==> src/rtl/hilo_pkg.sv <==
// hilo_pkg: shared definitions for the HI/LO multiply/divide unit.
// Holds the operation encoding seen on the op port, the control FSM
// state encoding and small decode helpers used by RTL and bench alike.
package hilo_pkg;

    localparam logic [2:0] OP_MTHI  = 3'd0;
    localparam logic [2:0] OP_MTLO  = 3'd1;
    localparam logic [2:0] OP_MULT  = 3'd2;
    localparam logic [2:0] OP_MULTU = 3'd3;
    localparam logic [2:0] OP_DIV   = 3'd4;
    localparam logic [2:0] OP_DIVU  = 3'd5;

    typedef enum logic [1:0] {
        S_IDLE = 2'd0,
        S_MUL  = 2'd1,
        S_DIV  = 2'd2,
        S_FIX  = 2'd3
    } hilo_state_e;

    // Encodings 6 and 7 are reserved and never accepted.
    function automatic logic op_is_valid(input logic [2:0] op);
        return (op <= OP_DIVU);
    endfunction

    // MULT and DIV treat operands as two's complement; the U variants do not.
    function automatic logic op_is_signed(input logic [2:0] op);
        return (op == OP_MULT) || (op == OP_DIV);
    endfunction

endpackage

==> src/rtl/hilo_muldiv_unit_if.sv <==
// hilo_muldiv_unit_if: issue/result bundle between the EX stage and the
// HI/LO unit.
//   start, op, rs, rt, flush : issue side, driven by the pipeline (master)
//   busy, done, div_zero     : status, driven by the unit (slave)
//   hi, lo                   : architectural HI/LO registers
interface hilo_muldiv_unit_if #(
    parameter int WIDTH = 32
);
    logic             start;
    logic [2:0]       op;
    logic [WIDTH-1:0] rs;
    logic [WIDTH-1:0] rt;
    logic             flush;
    logic             busy;
    logic             done;
    logic             div_zero;
    logic [WIDTH-1:0] hi;
    logic [WIDTH-1:0] lo;

    modport master (
        output start, op, rs, rt, flush,
        input  busy, done, div_zero, hi, lo
    );

    modport slave (
        input  start, op, rs, rt, flush,
        output busy, done, div_zero, hi, lo
    );
endinterface

==> src/rtl/div_iter_core.sv <==
// div_iter_core: unsigned restoring shift-subtract divider, one quotient
// bit per clock.
//   clk, rst_n    : clock, asynchronous active-low reset
//   i_load        : capture dividend/divisor and restart
//   i_dividend    : unsigned dividend
//   i_divisor     : unsigned divisor (non-zero; zero is handled by the caller)
//   o_quotient    : quotient, meaningful once o_valid is high
//   o_remainder   : remainder, meaningful once o_valid is high
//   o_valid       : high from WIDTH cycles after load until the next load
module div_iter_core #(
    parameter int WIDTH = 32
) (
    input  logic             clk,
    input  logic             rst_n,
    input  logic             i_load,
    input  logic [WIDTH-1:0] i_dividend,
    input  logic [WIDTH-1:0] i_divisor,
    output logic [WIDTH-1:0] o_quotient,
    output logic [WIDTH-1:0] o_remainder,
    output logic             o_valid
);

    localparam int CNT_W = $clog2(WIDTH + 1);

    logic [WIDTH-1:0] r_q;
    logic [WIDTH-1:0] r_rem;
    logic [WIDTH-1:0] r_div;
    logic [CNT_W-1:0] r_cnt;
    logic             r_valid;

    logic [WIDTH:0]   w_trial;
    logic [WIDTH-1:0] w_q_nxt;
    logic [WIDTH-1:0] w_rem_nxt;

    // One restoring step: shift next dividend bit into the partial remainder
    // and keep the subtraction only if it did not borrow.
    always_comb begin
        w_trial = {r_rem, r_q[WIDTH-1]} - {1'b0, r_div};
        if (!w_trial[WIDTH]) begin
            w_rem_nxt = w_trial[WIDTH-1:0];
            w_q_nxt   = {r_q[WIDTH-2:0], 1'b1};
        end else begin
            w_rem_nxt = {r_rem[WIDTH-2:0], r_q[WIDTH-1]};
            w_q_nxt   = {r_q[WIDTH-2:0], 1'b0};
        end
    end

    // Iteration state: the quotient shifts in where the dividend shifts out.
    always_ff @(posedge clk or negedge rst_n) begin
        if (!rst_n) begin
            r_q     <= {WIDTH{1'b0}};
            r_rem   <= {WIDTH{1'b0}};
            r_div   <= {WIDTH{1'b0}};
            r_cnt   <= {CNT_W{1'b0}};
            r_valid <= 1'b0;
        end else if (i_load) begin
            r_q     <= i_dividend;
            r_rem   <= {WIDTH{1'b0}};
            r_div   <= i_divisor;
            r_cnt   <= CNT_W'(WIDTH);
            r_valid <= 1'b0;
        end else if (r_cnt != {CNT_W{1'b0}}) begin
            r_q     <= w_q_nxt;
            r_rem   <= w_rem_nxt;
            r_cnt   <= r_cnt - CNT_W'(1);
            r_valid <= (r_cnt == CNT_W'(1));
        end else begin
            r_valid <= r_valid;
        end
    end

    assign o_quotient  = r_q;
    assign o_remainder = r_rem;
    assign o_valid     = r_valid;

endmodule

==> src/rtl/hilo_muldiv_unit.sv <==
// hilo_muldiv_unit: MIPS HI/LO unit. Executes MTHI/MTLO, MULT/MULTU and
// DIV/DIVU, and owns the architectural HI and LO registers.
//   clk, rst_n : clock, asynchronous active-low reset
//   bus        : slave side of hilo_muldiv_unit_if (start/op/rs/rt/flush in,
//                busy/done/div_zero/hi/lo out, all outputs registered)
// Multiply holds busy for MUL_CYCLES cycles and writes the product at the
// last busy edge. Divide runs WIDTH iterations on magnitudes and then one
// FIX cycle that restores signs and writes lo=quotient, hi=remainder.
module hilo_muldiv_unit
    import hilo_pkg::*;
#(
    parameter int WIDTH      = 32,
    parameter int MUL_CYCLES = 4
) (
    input logic               clk,
    input logic               rst_n,
    hilo_muldiv_unit_if.slave bus
);

    localparam int CNT_MAX = (WIDTH > MUL_CYCLES) ? WIDTH : MUL_CYCLES;
    localparam int CNT_W   = $clog2(CNT_MAX + 1);

    hilo_state_e        r_state;
    hilo_state_e        w_state_nxt;
    logic [CNT_W-1:0]   r_cnt;
    logic [CNT_W-1:0]   w_cnt_nxt;
    logic [WIDTH-1:0]   r_hi;
    logic [WIDTH-1:0]   r_lo;
    logic [WIDTH-1:0]   w_hi_nxt;
    logic [WIDTH-1:0]   w_lo_nxt;
    logic               r_done;
    logic               w_done_nxt;
    logic               r_busy;
    logic               r_dz;
    logic               w_dz_nxt;
    logic               w_load_div;

    logic [WIDTH-1:0]   r_a;
    logic [WIDTH-1:0]   r_b;
    logic               r_signed;
    logic               r_neg_q;
    logic               r_neg_r;
    logic               r_dz_path;

    logic               w_accept;
    logic               w_op_signed;
    logic [WIDTH-1:0]   w_dvd_mag;
    logic [WIDTH-1:0]   w_dvs_mag;
    logic [2*WIDTH-1:0] w_a_ext;
    logic [2*WIDTH-1:0] w_b_ext;
    logic [2*WIDTH-1:0] w_prod;
    logic [WIDTH-1:0]   w_core_q;
    logic [WIDTH-1:0]   w_core_r;
    logic               w_core_valid;
    logic [WIDTH-1:0]   w_q_fix;
    logic [WIDTH-1:0]   w_r_fix;

    // A flush in the issue cycle kills the request before it is accepted.
    assign w_accept    = bus.start && (r_state == S_IDLE) && op_is_valid(bus.op)
                         && !bus.flush;
    assign w_op_signed = op_is_signed(bus.op);

    // Magnitudes feed the unsigned core; MIN maps onto itself, which is its
    // correct unsigned magnitude.
    assign w_dvd_mag = (w_op_signed && bus.rs[WIDTH-1]) ? (~bus.rs + WIDTH'(1)) : bus.rs;
    assign w_dvs_mag = (w_op_signed && bus.rt[WIDTH-1]) ? (~bus.rt + WIDTH'(1)) : bus.rt;

    // Sign- or zero-extend to full width so the low 2*WIDTH bits of the
    // product are right for both MULT and MULTU.
    assign w_a_ext = r_signed ? {{WIDTH{r_a[WIDTH-1]}}, r_a} : {{WIDTH{1'b0}}, r_a};
    assign w_b_ext = r_signed ? {{WIDTH{r_b[WIDTH-1]}}, r_b} : {{WIDTH{1'b0}}, r_b};
    assign w_prod  = w_a_ext * w_b_ext;

    assign w_q_fix = r_neg_q ? (~w_core_q + WIDTH'(1)) : w_core_q;
    assign w_r_fix = r_neg_r ? (~w_core_r + WIDTH'(1)) : w_core_r;

    div_iter_core #(
        .WIDTH (WIDTH)
    ) u_div_iter_core (
        .clk         (clk),
        .rst_n       (rst_n),
        .i_load      (w_load_div),
        .i_dividend  (w_dvd_mag),
        .i_divisor   (w_dvs_mag),
        .o_quotient  (w_core_q),
        .o_remainder (w_core_r),
        .o_valid     (w_core_valid)
    );

    // Next-state and next-output decode for the control FSM.
    always_comb begin
        w_state_nxt = r_state;
        w_cnt_nxt   = r_cnt;
        w_hi_nxt    = r_hi;
        w_lo_nxt    = r_lo;
        w_done_nxt  = 1'b0;
        w_dz_nxt    = r_dz;
        w_load_div  = 1'b0;
        case (r_state)
            S_IDLE: begin
                if (w_accept) begin
                    w_dz_nxt = 1'b0;
                    case (bus.op)
                        OP_MTHI: begin
                            w_hi_nxt   = bus.rs;
                            w_done_nxt = 1'b1;
                        end
                        OP_MTLO: begin
                            w_lo_nxt   = bus.rs;
                            w_done_nxt = 1'b1;
                        end
                        OP_MULT, OP_MULTU: begin
                            w_state_nxt = S_MUL;
                            w_cnt_nxt   = CNT_W'(MUL_CYCLES - 1);
                        end
                        OP_DIV, OP_DIVU: begin
                            // A zero divisor skips iteration and goes straight to FIX.
                            if (bus.rt == {WIDTH{1'b0}}) begin
                                w_state_nxt = S_FIX;
                            end else begin
                                w_state_nxt = S_DIV;
                                w_cnt_nxt   = CNT_W'(WIDTH - 1);
                                w_load_div  = 1'b1;
                            end
                        end
                        default: begin
                            w_state_nxt = S_IDLE;
                        end
                    endcase
                end else begin
                    w_state_nxt = S_IDLE;
                end
            end
            S_MUL: begin
                if (bus.flush) begin
                    w_state_nxt = S_IDLE;
                end else if (r_cnt == {CNT_W{1'b0}}) begin
                    w_state_nxt          = S_IDLE;
                    {w_hi_nxt, w_lo_nxt} = w_prod;
                    w_done_nxt           = 1'b1;
                end else begin
                    w_cnt_nxt = r_cnt - CNT_W'(1);
                end
            end
            S_DIV: begin
                if (bus.flush) begin
                    w_state_nxt = S_IDLE;
                end else if (r_cnt == {CNT_W{1'b0}}) begin
                    w_state_nxt = S_FIX;
                end else begin
                    w_cnt_nxt = r_cnt - CNT_W'(1);
                end
            end
            S_FIX: begin
                if (bus.flush) begin
                    w_state_nxt = S_IDLE;
                end else begin
                    w_state_nxt = S_IDLE;
                    w_done_nxt  = 1'b1;
                    if (r_dz_path) begin
                        w_lo_nxt = {WIDTH{1'b1}};
                        w_hi_nxt = r_a;
                        w_dz_nxt = 1'b1;
                    end else if (w_core_valid) begin
                        w_lo_nxt = w_q_fix;
                        w_hi_nxt = w_r_fix;
                    end else begin
                        w_lo_nxt = r_lo;
                        w_hi_nxt = r_hi;
                    end
                end
            end
            default: begin
                w_state_nxt = S_IDLE;
            end
        endcase
    end

    // FSM state, counter and architectural/status registers.
    always_ff @(posedge clk or negedge rst_n) begin
        if (!rst_n) begin
            r_state <= S_IDLE;
            r_cnt   <= {CNT_W{1'b0}};
            r_hi    <= {WIDTH{1'b0}};
            r_lo    <= {WIDTH{1'b0}};
            r_done  <= 1'b0;
            r_busy  <= 1'b0;
            r_dz    <= 1'b0;
        end else begin
            r_state <= w_state_nxt;
            r_cnt   <= w_cnt_nxt;
            r_hi    <= w_hi_nxt;
            r_lo    <= w_lo_nxt;
            r_done  <= w_done_nxt;
            r_busy  <= (w_state_nxt != S_IDLE);
            r_dz    <= w_dz_nxt;
        end
    end

    // Operand capture and sign bookkeeping at accept.
    always_ff @(posedge clk or negedge rst_n) begin
        if (!rst_n) begin
            r_a       <= {WIDTH{1'b0}};
            r_b       <= {WIDTH{1'b0}};
            r_signed  <= 1'b0;
            r_neg_q   <= 1'b0;
            r_neg_r   <= 1'b0;
            r_dz_path <= 1'b0;
        end else if (w_accept) begin
            r_a       <= bus.rs;
            r_b       <= bus.rt;
            r_signed  <= w_op_signed;
            r_neg_q   <= w_op_signed & (bus.rs[WIDTH-1] ^ bus.rt[WIDTH-1]);
            r_neg_r   <= w_op_signed & bus.rs[WIDTH-1];
            r_dz_path <= (bus.rt == {WIDTH{1'b0}});
        end else begin
            r_a       <= r_a;
        end
    end

    assign bus.busy     = r_busy;
    assign bus.done     = r_done;
    assign bus.div_zero = r_dz;
    assign bus.hi       = r_hi;
    assign bus.lo       = r_lo;

endmodule

==> src/flat_wrapper.sv <==
// flat-port wrapper written by rule: the top's interface ports become plain ports
module hilo_muldiv_unit_flat import hilo_pkg::*;
#(
    parameter int WIDTH      = 32,
    parameter int MUL_CYCLES = 4
)
  (clk, rst_n, bus_start, bus_op, bus_rs, bus_rt, bus_flush, bus_busy, bus_done, bus_div_zero, bus_hi, bus_lo);
  hilo_muldiv_unit_if #(.WIDTH(WIDTH)) bus_i ();
  input logic clk;
  input logic rst_n;
  input wire logic [$bits(bus_i.start)-1:0] bus_start;
  input wire logic [$bits(bus_i.op)-1:0] bus_op;
  input wire logic [$bits(bus_i.rs)-1:0] bus_rs;
  input wire logic [$bits(bus_i.rt)-1:0] bus_rt;
  input wire logic [$bits(bus_i.flush)-1:0] bus_flush;
  output wire logic [$bits(bus_i.busy)-1:0] bus_busy;
  output wire logic [$bits(bus_i.done)-1:0] bus_done;
  output wire logic [$bits(bus_i.div_zero)-1:0] bus_div_zero;
  output wire logic [$bits(bus_i.hi)-1:0] bus_hi;
  output wire logic [$bits(bus_i.lo)-1:0] bus_lo;
  assign bus_i.start = bus_start;
  assign bus_i.op = bus_op;
  assign bus_i.rs = bus_rs;
  assign bus_i.rt = bus_rt;
  assign bus_i.flush = bus_flush;
  assign bus_busy = bus_i.busy;
  assign bus_done = bus_i.done;
  assign bus_div_zero = bus_i.div_zero;
  assign bus_hi = bus_i.hi;
  assign bus_lo = bus_i.lo;
  hilo_muldiv_unit #(.WIDTH(WIDTH), .MUL_CYCLES(MUL_CYCLES)) u_core (.clk(clk), .rst_n(rst_n), .bus(bus_i));
endmodule
==> config.mk <==
export PLATFORM = sky130hd
export DESIGN_NAME = hilo_muldiv_unit_flat
export DESIGN_NICKNAME = d
export VERILOG_FILES = /design/src/rtl/hilo_pkg.sv /design/src/rtl/hilo_muldiv_unit_if.sv /design/src/rtl/div_iter_core.sv /design/src/rtl/hilo_muldiv_unit.sv /design/src/flat_wrapper.sv
export SDC_FILE = /design/constraint.sdc
export NUM_CORES = 2
export LEC_CHECK = 0
export ABC_AREA = 1
export CORE_ASPECT_RATIO = 0.8
export CORE_MARGIN = 4
export CORE_UTILIZATION = 47
export DETAILED_ROUTE_END_ITERATION = 10
export GPL_TIMING_DRIVEN = 0
export PLACE_DENSITY = 0.65
export SLEW_MARGIN = 40
export SYNTH_ARGS = -nofsm -noshare
export SYNTH_HDL_FRONTEND = slang
export SYNTH_SLANG_ARGS = --single-unit
==> constraint.sdc <==
create_clock -name clk -period 9.65 [get_ports clk]
set_clock_uncertainty 0.05 [all_clocks]
set_input_delay 1.4475 -clock clk [delete_from_list [all_inputs] [get_ports clk]]
set_output_delay 1.4475 -clock clk [all_outputs]
set_load 0.02 [all_outputs]
==> summary.md <==
| Metric | Value |
|---|---|
| Cts bufs inserted | 28 |
| CP Data Required Time | 10.16 ns |
| Initial antenna violation count | 9 |
| CTS Hold Bufs | 0 |
| Tot GR Track Use | 40.03% |
| Synth unique cells | 65 |
| Leading cell types in the layout, fill and taps excluded | inv_1, nand2_1, fa_1, nor2_1, ha_1 |
| Overflow after GRT | 0 |
| Fin util | 51.50% |
| R2R setup slack | 0.09 ns |
| Vias/cell | 5.480 |
| Average cell area after synthesis | 7.770 sq um |
| First drt pass iteration count | 11 |
| Initial core utilization | 47.28% |
| DRC violations left | 2 |
| Num rows | 123 |
| Placer congestion estimate | 1.065 |
| Vias in the first global route | 58.62k |
| Critical path startpoint category | flop |
| Root buf cell | clkbuf_16 |
| Critical-path maximum fanout | 10 |
| WS Path Type | flop to flop |
| Slowest cell on the critical path | dfrtp_1 |
| Gate Count Post-Synth | 8,541 |
| Core ar. | 140,400 sq um |
| RR Startpoint | u_core.r_b[9] |
| CTS max path bufs | 3 |
| Most frequent cell on the critical path | fa_1 |
| Final slew viol count | 0 |
| Unrepaired setup endpoints after global routing | yes |
| Worst EP arrival | 10.08 ns |
| Post-synthesis instance area | 66,360 sq um |
| Number of routed nets with antenna violations | 0 |
| Worst hold stages | 2 |
| Layout Nets | 10.56k |
| Final setup violation count | 0 |
| Place WS | -2.115 ns |
| Worst Hold End | u_core.u_div_iter_core.o_valid |
| Post-Syn Nets | 10.39k |
| Status | finished, violations left |
| First DRT Iteration DRCs | 7,194 |
| Crit path largest cell delay | 0.73 ns |
| Number of synthesized flops with an enable pin | 0 |
| Clock sinks | 246 |
| Max-cap violations | 0 |
| WL per Instance | 27.64 microns |
| Setup crit end kind | flop |
| Synth-to-layout area growth | 8.924% |
| Most common cell after layout, fill and taps aside | inv_1 |
| Die area | 147,300 sq um |
| Vias | 58.22k |
| CTS tree | built |
| Ys flop type | dfrtp_1 |
| YS warnings | 0 |
| Die W | 428.1 microns |
| Global-route wire length before repair | 419.9 mm |
| Crit share post-route | 99.08% |
| Post-DP HPWL | 252.9 mm |
| Crit Reg-Reg Endpoint | u_core.bus.hi[29] |
| Worst-case reg-to-reg path depth | 30 |
| Clock slew at reported path FFs | 0.07 ns |
| HP Start | u_core.u_div_iter_core.o_valid |
| Post-layout min period | 9.562 ns |
| Max-slew headroom | 29.43% |
| Async set-or-reset flop fraction in the synthesized netlist | 100.0% |
| Routed wire length | 293.6 mm |
| # H-tree levels | 1 |
| Fmax | 104.6 MHz |
| Clock Latency Late Sink | 0.64 ns |
| Pin count of the biggest net entering global routing | 72 |
| Register bit count reported by yosys | 246 |
| Die height | 344.1 microns |
| # port buffers | 137 |
| Fin. Hold Viols | 0 |
| Final WS setup | 0.08839 ns |
| Failing checks | design-rule violations |
| # IOs | 138 |
| Least-Margin Pin Slew | 1.047 ns |
| Min-Delay Path Class | flop to flop |
| Layout cell share with drive strength beyond 1 | 5.940% |
| Sequential area share after synthesis | 9.277% |
-- synthesized netlist by cell type (32+ instances only) --
library cell / n / area, sq um
dfrtp_1: 246 / 6156
nor3_1: 54 / 270.3
ha_1: 353 / 4417
xor2_1: 80 / 700.7
o21ai_1: 46 / 230.2
a31oi_1: 33 / 206.5
o221ai_1: 32 / 280.3
buf_2: 32 / 160.2
a21oi_1: 279 / 1396
inv_1: 2536 / 9519
nand3_1: 231 / 1156
fa_1: 1420 / 28430
o21ai_0: 284 / 1421
nand4_1: 33 / 206.5
clkbuf_1: 296 / 1111
nor2_1: 459 / 1723
nand2_1: 1856 / 6967
-- through the flow --
stage	TNS [ns]	cells	cell area, sq um	hold WS [ns]
after floorplan	0	8541	66360	0.3989
after global placement	-1031.47	10553	70080	0.4189
after detailed placement	-25.51	10562	70490	0.4206
after CTS	-0.05186	10604	71610	0.4387
after global routing	-0.1880	10615	72260	0.4606
final	0	10624	72280	0.4386
-- cells by family (layout without fill, tap and decap cells) --
family                   after synthesis  in the layout  share of synthesized area, %
AO/OA/AOI/OAI                        777            777                         6.567
XOR/XNOR                             103            103                         1.359
adder cells (fa/ha/maj)             1773           1773                         49.49
buffers and inverters               2913           3110                         16.64
flip-flops                           246            246                         9.277
other                                  0             11                             0
AND/OR/NAND/NOR                     2729           2729                         16.66
-- layer usage --
layer	vias up	share of wire [%]	wire [microns]	global-route usage, %
met3	524	14	42210	15.19
met4	12	4.4	12790	13.44
li1	24954	-	-	-
met5	-	0.16	473	1.414
met1	29287	42	122200	57.40
met2	3444	39	115900	55.36
-- flip-flops by register name (all words and copies together) (netlist names), 2 cells and up --
register	cells
u_core.u_div_iter_core.r_cnt	6
u_core.r_a	32
u_core.r_b	32
u_core.r_cnt	6
u_core.u_div_iter_core.o_remainder	32
u_core.bus.hi	32
u_core.u_div_iter_core.r_div	32
u_core.bus.lo	32
u_core.r_state	2
u_core.u_div_iter_core.o_quotient	32
-- worst max-delay path: cells and delay by family (launching register included) --
| kind | cells | cell delay [ns] |
|---|---|---|
| compound gates | 6 | 1.18 |
| fa+ha+maj | 11 | 5.49 |
| buf+inv | 8 | 1.38 |
| flops | 1 | 0.73 |
| simple gates | 5 | 0.68 |
-- layout make-up --
class	count	area, sq um
fillers	13959	68070
multi-input cells	5382	49610
inverters	2555	9608
flip-flops and latches	246	6170
well taps	1875	2346
repair buffers	175	1859
plain buffers	328	1700
clock buffers	32	745.7
clock inverters	20	211.5
diodes	11	27.53
-- repair_timing --
item,in CTS,in global routing
pin swaps,4,20
buffers inserted,6,22
resized for setup,57,243
endpoints found under the setup margin,25,37
-- worst max-delay path by stage --
stage / start / to / slack, ns / cells after the start
4_1_cts: u_core.r_b[31] / u_core.bus.hi[31] / -0.03 / 37
5_1_grt: u_core.r_a[31] / u_core.bus.hi[31] / -0.07 / 38
3_5_place_dp: u_core.r_a[31] / u_core.bus.hi[31] / -2.11 / 31
2_1_floorplan: u_core.r_a[31] / u_core.bus.hi[31] / 1.08 / 34
3_3_place_gp: rst_n / u_core.r_b[8] / -4.07 / 1
6_report: u_core.r_b[9] / u_core.bus.hi[29] / 0.09 / 30
Power is left out: the tool's default activity adds up to more than one toggle a clock period on the data nets, which glitch-free logic cannot reach.
